==> src/rtl/fetch_entry_queue.sv <==
// fetch_entry_queue: DEPTH-entry FIFO between the frontend and the decode stage.
// Optional feature: define FETCH_QUEUE_BYPASS_EN to forward a push straight to
// the output when the queue is empty and decode is ready (zero-latency path).

package ariane_pkg;
   typedef struct packed {
      logic [63:0] address;
      logic [31:0] instruction;
      logic        branch_taken;
   } fetch_entry_t;
endpackage

module fetch_entry_queue #(
   parameter int DEPTH = 4
) (
   input  logic                     clk_i,
   input  logic                     rst_ni,
   input  logic                     flush_i,
   input  ariane_pkg::fetch_entry_t push_entry_i,
   input  logic                     push_valid_i,
   output logic                     push_ready_o,
   output ariane_pkg::fetch_entry_t fetch_entry_o,
   output logic                     fetch_entry_valid_o,
   input  logic                     fetch_entry_ready_i,
   output logic [$clog2(DEPTH):0]   occupancy_o
);
   localparam int AW = $clog2(DEPTH);
   localparam logic [AW:0] FULL = (AW+1)'(DEPTH);

   ariane_pkg::fetch_entry_t mem [DEPTH];
   logic [AW-1:0] rd_ptr, wr_ptr;
   logic [AW:0]   count;
   logic          bypass, push, pop, push_st, pop_st;

`ifdef FETCH_QUEUE_BYPASS_EN
   assign bypass = (count == '0) && push_valid_i && fetch_entry_ready_i && !flush_i;
`else
   assign bypass = 1'b0;
`endif

   // a pop while full does not open a slot in the same cycle
   assign push_ready_o        = (count < FULL) && !flush_i;
   assign fetch_entry_valid_o = ((count != '0) || bypass) && !flush_i;
   assign fetch_entry_o       = bypass ? push_entry_i : mem[rd_ptr];
   assign occupancy_o         = count;
   assign push                = push_valid_i && push_ready_o;
   assign pop                 = fetch_entry_valid_o && fetch_entry_ready_i;
   // a forwarded entry is consumed directly and never touches storage
   assign push_st             = push && !bypass;
   assign pop_st              = pop && !bypass;

   // pointer and count bookkeeping; flush clears them but leaves storage alone
   always_ff @(posedge clk_i or negedge rst_ni)
      if (!rst_ni) begin
         rd_ptr <= '0;
         wr_ptr <= '0;
         count  <= '0;
      end else if (flush_i) begin
         rd_ptr <= '0;
         wr_ptr <= '0;
         count  <= '0;
      end else begin
         rd_ptr <= rd_ptr + AW'(pop_st);
         wr_ptr <= wr_ptr + AW'(push_st);
         count  <= count + (AW+1)'(push_st) - (AW+1)'(pop_st);
      end

   // entry storage, written on accepted non-forwarded pushes
   always_ff @(posedge clk_i)
      if (push_st) mem[wr_ptr] <= push_entry_i;

endmodule

==> config.mk <==
export PLATFORM = sky130hd
export DESIGN_NAME = fetch_entry_queue
export DESIGN_NICKNAME = d
export VERILOG_FILES = /design/src/rtl/fetch_entry_queue.sv
export SDC_FILE = /design/constraint.sdc
export NUM_CORES = 1
export LEC_CHECK = 0
export BUFFER_PORTS_ARGS = -buffer_cell sky130_fd_sc_hd__clkbuf_2
export CAP_MARGIN = 0
export CELL_PAD_IN_SITES_DETAIL_PLACEMENT = 0
export CELL_PAD_IN_SITES_GLOBAL_PLACEMENT = 2
export CORE_MARGIN = 2
export CORE_UTILIZATION = 41
export CTS_CLUSTER_SIZE = 16
export DETAILED_ROUTE_END_ITERATION = 7
export PLACE_DENSITY_LB_ADDON = 0.1
export SYNTH_ARGS = -nofsm -noshare
export SYNTH_HDL_FRONTEND = slang
export SYNTH_SLANG_ARGS = --single-unit
==> constraint.sdc <==
create_clock -name clk_i -period 9.1 [get_ports clk_i]
set_input_delay 2.275 -clock clk_i [delete_from_list [all_inputs] [get_ports clk_i]]
set_output_delay 2.275 -clock clk_i [all_outputs]
set_load 0.05 [all_outputs]
# Word-level counts from Yosys, hierarchy flattened
# Memories as Yosys holds them, arrays and structs flattened.
# Index checks and enable logic that the tools add are counted.
[totals]
reg_bits = 7
ram_bits = 388
memories = 1
[op_classes]
n_addsub = 4
magnitude_cmp = 1
mux = 5
n_reduce_logical = 6
[memory_table]
columns = ["memory", "words", "width", "rd", "rd_clocked_by_memory_dff", "write_ports", "line_no", "rtl"]
rows = [
  ["mem", 4, 97, 1, 0, 1, "30", "ariane_pkg::fetch_entry_t mem [DEPTH];"],
]
[op_table]
columns = ["operator", "n"]
rows = [
  ["adder 2 x 1 -> 2 bit", 2],
  ["logical AND 1 bit", 4],
  ["two-way mux 2 bit", 2],
  ["adder 3 x 1 -> 3 bit", 1],
  ["< comparator 3 bit (second input constant)", 1],
  ["two-way mux 3 bit", 1],
  ["nonzero test 3 bit", 1],
  ["subtractor 3 x 1 -> 3 bit", 1],
  ["two-way mux 1 bit", 2],
  ["logical NOT 1 bit", 1],
]

# Longest topological paths before layout
# Gate-level depths: netlist of the first run.
[depth]
ltp_word = 6
mapped_depth = 9

# Worst setup path after synthesis of the first run
# Ideal clock, no wire load.
[synth_timing]
kind = "in2reg"
startpoint = "input flush_i"
endpoint = "memory mem[2][0] in the netlist's numbering, enable pin"
t_arrival_ns = 9.919
path_slack_ns = -1.511
path_stages = 3
cell_sequence = "or3b_2 clkbuf_1 nor3b_1"
[synth_via]
elab_chain_len = 5
[synth_lines]
columns = ["item", "line_no", "rtl"]
rows = [
  ["start, declared", "18", "input logic flush_i,"],
  ["logical NOT 1 bit", "42", "assign push_ready_o = (count < FULL) && !flush_i;"],
  ["logical AND 1 bit", "42", ""],
  ["logical AND 1 bit", "46", "assign push = push_valid_i && push_ready_o;"],
  ["two-way mux 1 bit", "70", "if (push_st) mem[wr_ptr] <= push_entry_i;"],
  ["two-way mux 1 bit (not written as such)", "70", ""],
  ["end, declared", "30", ""],
]
# No other way between the ends.

==> metrics.yaml, run 1 <==
critical_path:
  reg2reg_to: "mem[3][12]"
  cp.required_ns: 6.83
  regToRegSetupSlack_ns: 6.12
  cp-end-kind: "output port"
  worstRegToRegCells: 4
  crit_fanout: 50
  worstSetupPathType: "flop to output port"
  critPathLaunchType: "flop"
  r2r_start: "occupancy_o[2]"
  cp_data_arrival_time_ns: 2.99
clocking:
  clockRootBuffer: "clkbuf_16"
  cts_resized: 0
  clock_path_buffers: 3
  cts_made_buffers: 41
  cts_hold_buf: 0
  cts.sinks: 395
  worstSkewPairLatency_ns: 0.52
  htreeDepth: 2
  clk_pin_slew_worst_paths_ns: 0.06
  post_cts_buffers: 0
  cts_tree: "yes"
pwr:
  p_sw_share_pct: 27.4
  sequentialPowerShare_pct: 47.7
  internal_power_uw: 3190
  p_switching_uw: 1210
  p_comb_share_pct: 17.5
  vdd_drop_max_v: 0.000161
  power_density_mw_per_mm2: 257
  leakagePower_uw: 0.00571
  power_uw: 4400
  p_clk_share_pct: 34.8
floorplan:
  start_util_pct: 41.6
  fp.dieW_um: 191
  io-pin-count: 204
  die_area_mm2: 0.0366
  die_y_um: 191
  rows: 68
  core-area_mm2: 0.0345
sta:
  post-route-worst-setup-slack_ns: 3.83
  maxSlewHeadroom_pct: 32.2
  hold_violations: 0
  tightest_slew_ns: 1.02
  period_share_pct: 57.9
  max_freq_mhz: 190
  rsz0062_at_grt: "false"
  slew_violations: 0
  clock_skew_ns: 0.0109
  setup_violations: 0
  hold_slack_ns: 0.670
  period_needed_ns: 5.27
placement:
  gp_congestion: 0.714
  placed_cell_area_mm2: 0.0159
  io_buffers: 203
  dp_slack_ns: 3.96
  dp.cells: 1187
  hpwlAfterDp_mm: 16.4
finish:
  layout_common_cells: "edfxtp_1, clkbuf_2, mux4_2"
  area.growth.synth_to_final_pct: 19.3
  nets: 882
  fillers: 2851
  drive_above_1_share_pct: 46.1
  final_common_cell: "edfxtp_1"
  stdcell_count: 1261
  final_area_mm2: 0.0172
min_path:
  hold_start: "occupancy_o[0]"
  hold_depth: 2
  min_path_type: "flop to flop"
  worstHoldEndpoint: "occupancy_o[0]"
yosys:
  ys_types: 19
  ys_seq_area_share_pct: 82.3
  postSynthAreaPerCell_um2: 26.5
  netlist.area_leader.share_pct: 81.1
  synth_seq_cells: 395
  synth_cells: 543
  synth_area_leaders: "edfxtp_1, mux4_2, dfrtp_1, buf_2, ha_1"
  syn-cell-area_mm2: 0.0144
  ys_warn_count: 0
  synth.largest_area_cell: "edfxtp_1"
  synth_fp_nets: 650
global_route:
  grt_pass1_vias: 7018
  track_usage_pct: 15.3
  overflow: 0
  grt_pass1_wl_mm: 41.7
  antenna_found_initial: 5
  grt_max_degree: 64
route:
  drcViolationCount: 0
  drtPass1Iterations: 4
  vias_per_cell: 5.04
  ant_nets: 0
  wire_per_inst_um: 21.9
  postRouteWirelength_mm: 27.6
  drt_iter0_drc: 323
  vias: 6358
outcome:
  status: "completed"
flow_run:
  cap_viol_max_count: 0
[cells in the mapped netlist]
library cell  count
and3_1            1
buf_12            1
buf_2            10
buf_4             1
buf_6             4
clkbuf_1          8
dfrtp_1           7
edfxtp_1        388
fa_1              1
ha_1              4
inv_1             3
mux4_2           97
nor2_1            6
nor2b_1           3
nor3_1            2
nor3b_1           3
or3b_2            1
xnor2_1           2
xnor3_1           1
[layout make-up]
| cell class | instances | area (um^2) | share of cell area, % |
|---|---|---|---|
| flip-flops and latches | 395 | 11800 | 69.0 |
| well taps | 455 | 569 | 3.32 |
| inverters | 3 | 11.3 | 0.0656 |
| repair buffers | 213 | 1090 | 6.36 |
| multi-input cells | 121 | 2400 | 14.0 |
| clock inverters | 20 | 173 | 1.01 |
| clock buffers | 52 | 1070 | 6.22 |
| diodes | 2 | 5.00 | 0.0292 |
[state kept, by name, summed over array words and instances (netlist names)]
signal       count
wr_ptr           2
occupancy_o      3
mem            388
rd_ptr           2
[kinds of logic after synthesis]
group	synth area share (%)
xor gates and xnor gates	0.279
adders and majority gates	0.487
muxes	15.2
and+or+nand+nor	0.618
buffers and inverters	1.14
DFF	82.3
[routing by layer]
layer	track usage, %	vias to the layer above	wire, um
li1	-	2811	-
met1	19.4	3355	11300
met2	25.7	148	14000
met3	5.07	38	1910
met4	3.76	6	435
met5	0	-	34
[how the worst max path moves through the flow]
stage                     slack (ns)  cells past startpoint                  end       from
final                           3.83                      3    fetch_entry_o[85]  rd_ptr[1]
after global placement          3.95                      3  fetch_entry_valid_o    flush_i
after detailed placement        3.96                      3  fetch_entry_valid_o    flush_i
after floorplan                -1.51                      3            mem[2][0]    flush_i
after global routing            3.67                      3    fetch_entry_o[85]  rd_ptr[1]
after CTS                       3.74                      3    fetch_entry_o[85]  rd_ptr[1]
[stage by stage]
| stage | util, % | setup TNS, ns |
|---|---|---|
| after global routing | 49.7 | 0 |
| after floorplan | - | -386.99 |
| after global placement | 46.1 | 0 |
| final | 49.7 | 0 |
| after CTS | 49.6 | 0 |
| after detailed placement | 46.1 | 0 |
[power groups by stage]
stage	sequential, uW	combinational, uW	clock [uW]
floorplan	2150	594	0
CTS	2100	790	1580
detailed placement	2140	789	0
global route	2100	817	1660
global placement	2130	783	0
finish	2100	771	1530
[worst max-delay path, cell delays in order, from the launching register on]
cell	delay, ns
dfrtp_4	0.96
buf_4	0.73
mux4_2	0.47
clkbuf_2	0.26
No activity file was read; power rests on OpenSTA's default activity.
==> run 2, diff against run 1 <==
--- a/config.mk
+++ b/config.mk
@@ -5,12 +5,13 @@
 export SDC_FILE = /design/constraint.sdc
 export NUM_CORES = 1
 export LEC_CHECK = 0
+export ABC_AREA = 1
 export BUFFER_PORTS_ARGS = -buffer_cell sky130_fd_sc_hd__clkbuf_2
 export CAP_MARGIN = 0
 export CELL_PAD_IN_SITES_DETAIL_PLACEMENT = 0
 export CELL_PAD_IN_SITES_GLOBAL_PLACEMENT = 2
 export CORE_MARGIN = 2
-export CORE_UTILIZATION = 41
+export CORE_UTILIZATION = 40
 export CTS_CLUSTER_SIZE = 16
 export DETAILED_ROUTE_END_ITERATION = 7
 export PLACE_DENSITY_LB_ADDON = 0.1
==> constraint.sdc (replaced) <==
create_clock -name clk_i -period 5.3 [get_ports clk_i]
set_input_delay 1.325 -clock clk_i [delete_from_list [all_inputs] [get_ports clk_i]]
set_output_delay 1.325 -clock clk_i [all_outputs]
set_load 0.05 [all_outputs]
==> metrics.yaml, run 2 <==
clocking:
  clock_path_buffers: 3  # unchanged
  post_cts_buffers: 0  # unchanged
  cts.sinks: 395  # unchanged
  cts_hold_buf: 0  # unchanged
  htreeDepth: 2  # unchanged
  cts_resized: 0  # unchanged
  clk_pin_slew_worst_paths_ns: 0.06  # about the same
  cts_made_buffers: 44  # +7.3%
  cts_tree: "yes"
  clockRootBuffer: "clkbuf_16"
  worstSkewPairLatency_ns: 0.55  # +0.03 ns
critical_path:
  slowest_delay_ns: 0.95  # about the same
  crit_buf_inv: 2  # unchanged
  path_cells: "buf_12 -> o211ai_1 -> nand2_1 -> clkbuf_2"
  cp-end-kind: "output port"
  reg2reg_to: "mem[2][40]"
  critPathLaunchType: "flop"
  worstSetupPathType: "flop to output port"
  crit_fanout: 96  # +92%
  r2r_start: "occupancy_o[2]"
  cpMaxStageDelayCell: "dfrtp_4"
  regToRegSetupSlack_ns: 3.04  # -3.08 ns
  cp_data_arrival_time_ns: 2.58  # -0.41 ns
  worstRegToRegCells: 4  # unchanged
  crit_family: "flip-flops"
  cp.required_ns: 3.97  # -2.86 ns
global_route:
  antenna_found_initial: 2  # -3
  track_usage_pct: 15.4  # about the same
  grt_pass1_vias: 8570  # +22%
  overflow: 0  # unchanged
  grt_max_degree: 97  # +52%
  grt_pass1_wl_mm: 47.9  # +15%
pwr:
  p_clk_share_pct: 32.5  # -2.3 points
  p_comb_share_pct: 23.5  # +6.0 points
  vdd_drop_max_v: 0.000295  # +83%
  sequentialPowerShare_pct: 44.0  # -3.7 points
  p_switching_uw: 2760  # +130%
  leakagePower_uw: 0.00702  # +23%
  internal_power_uw: 5600  # +75%
  power_density_mw_per_mm2: 454  # +77%
  p_sw_share_pct: 33.0  # +5.6 points
route:
  ant_nets: 0  # unchanged
  vias: 8886  # +40%
  drtPass1Iterations: 5  # +1
  drt_iter0_drc: 413  # +28%
  drcViolationCount: 0  # unchanged
  wire_per_inst_um: 16.1  # -27%
  postRouteWirelength_mm: 31.1  # +12%
  vias_per_cell: 4.60  # -8.7%
finish:
  drive_above_1_share_pct: 19.9  # -26 points
  utilization_pct: 47.6  # -2.0 points
  largest_reg_flops: 388  # unchanged
  final_common_cell: "edfxtp_1"
  fillers: 3489  # +22%
  regMostFlops: "mem"
  area.growth.synth_to_final_pct: 17.4
  layout_common_cells: "edfxtp_1, inv_1, clkbuf_2"
  multiInputGateArea_mm2: 0.00265  # +10%
  regArea_mm2: 0.0118  # unchanged
  nets: 1487  # +69%
min_path:
  min_path_type: "primary input to async pin"
floorplan:
  start_util_pct: 40.6  # -1.0 points
  rows: 72  # +5.9%
  io-pin-count: 204  # unchanged
  fp.dieW_um: 202  # +5.6%
  core-area_mm2: 0.0386  # +12%
  die_y_um: 202  # +5.6%
  die_area_mm2: 0.0408  # +12%
placement:
  io_buffers: 203  # unchanged
  gp_congestion: 0.711  # -0.41%
  hpwlAfterDp_mm: 17.6  # +7.5%
yosys:
  synth.largest_area_cell: "edfxtp_1"
  synthTopCellsByCount: "edfxtp_1, inv_1, nand2_1"
  syn-cell-area_mm2: 0.0157  # +9.1%
  netlist.area_leader.share_pct: 74.3  # -6.8 points
  yosysMostFrequentCell: "edfxtp_1"
  ys_seq_area_share_pct: 75.4  # -6.9 points
  synth_area_leaders: "edfxtp_1, inv_1, nand2_1, o211ai_1, a21oi_1"
  synthFlopType: "edfxtp_1"
  synth_cells: 1180  # +120%
  synth-edff-count: 388  # unchanged
  synth_seq_cells: 395  # unchanged
  synth_fp_nets: 1287  # +98%
  postSynthAreaPerCell_um2: 13.3  # -50%
  async_flop_share_pct: 1.77  # unchanged
  ys_warn_count: 0  # unchanged
  ys_types: 19  # unchanged
sta:
  rsz0062_at_grt: "false"
  max_freq_mhz: 256
  period_needed_ns: 3.91
  period_share_pct: 73.8
  hold_violations: 0  # unchanged
  clock_skew_ns: 0.00817  # -0.00273 ns
  fin_setup_tns_ns: 0  # unchanged
  tightest_slew_ns: 1.01  # -0.00738 ns
  setup_violations: 0  # unchanged
  maxSlewHeadroom_pct: 32.7  # +0.49 points
  slew_violations: 0  # unchanged
flow_run:
  cap_viol_max_count: 0  # unchanged
outcome:
  status: "completed"
-- run 2: changes by cell type after synthesis, sizes merged, moves of 43 or more --
cell / previous run / this run
inv: 3 / 206
nand2: 0 / 198
a21oi: 0 / 99
o21ai: 0 / 98
mux4: 97 / 0
o211ai: 0 / 97
buf: 16 / 59
-- run 2: worst max path at each step --
stage                   start           endpoint  slack (ns)  cells past startpoint
floorplan             flush_i          mem[0][0]        0.09                      4
global placement    rd_ptr[0]  fetch_entry_o[33]        1.93                      4
detailed placement    flush_i         mem[2][37]        1.90                      5
CTS                 rd_ptr[0]  fetch_entry_o[33]        1.31                      4
global route        rd_ptr[0]  fetch_entry_o[33]        1.19                      5
finish              rd_ptr[0]  fetch_entry_o[33]        1.39                      4
-- run 2: metal layers --
| layer | GRT usage, % | vias to the layer above | share of wire [%] |
|---|---|---|---|
| met1 | 19.5 | 4158 | 44 |
| met2 | 25.8 | 158 | 48 |
| li1 | - | 4514 | - |
| met5 | 0 | - | 0.026 |
| met3 | 3.77 | 54 | 5.4 |
| met4 | 5.33 | 2 | 2.3 |
-- run 2: logic make-up after synthesis --
logic type	after synthesis	synth area share [%]
DFF	395	75.4
AOI/OAI and AO/OA	294	10.9
buffers and inverters	272	8.01
and+or+nand+nor	213	5.15
adders and majority gates	5	0.447
xor gates and xnor gates	1	0.0559
-- run 2: worst reg2reg max path, delay by kind of cell, from the launching register on --
family | cells | cell delay, ns
flip-flops | 1 | 0.42
AND/OR/NAND/NOR | 3 | 0.61
buffers and inverters | 1 | 0.80
-- run 2: power groups by stage --
stage | logic, uW | registers [uW] | clock network [uW]
after floorplan | 1570 | 3730 | 0
after global placement | 1990 | 3740 | 0
after detailed placement | 2000 | 3750 | 0
after CTS | 2000 | 3680 | 2810
after global routing | 2120 | 3700 | 2940
final | 1960 | 3680 | 2720
-- run 2: area by class of cell --
class                   count  share of cell area [%]
flip-flops and latches    395                    64.3
multi-input cells         513                    14.4
repair buffers            220                    6.62
clock buffers              58                    6.38
inverters                 206                    4.20
well taps                 518                    3.52
clock inverters            19                   0.598
diodes                      1                  0.0136
-- run 2: per-stage QoR --
| stage | hold WS, ns | total power (uW) | std cells | area [um^2] | setup slack [ns] |
|---|---|---|---|---|---|
| floorplan | 0.598 | 5300 | 1180 | 15700 | 0.0932 |
| global placement | 0.646 | 5740 | 1852 | 17100 | 1.93 |
| detailed placement | 0.653 | 5750 | 1852 | 17100 | 1.90 |
| CTS | 0.577 | 8500 | 1929 | 18400 | 1.31 |
| global route | 0.592 | 8760 | 1929 | 18400 | 1.19 |
| finish | 0.604 | 8360 | 1930 | 18400 | 1.39 |
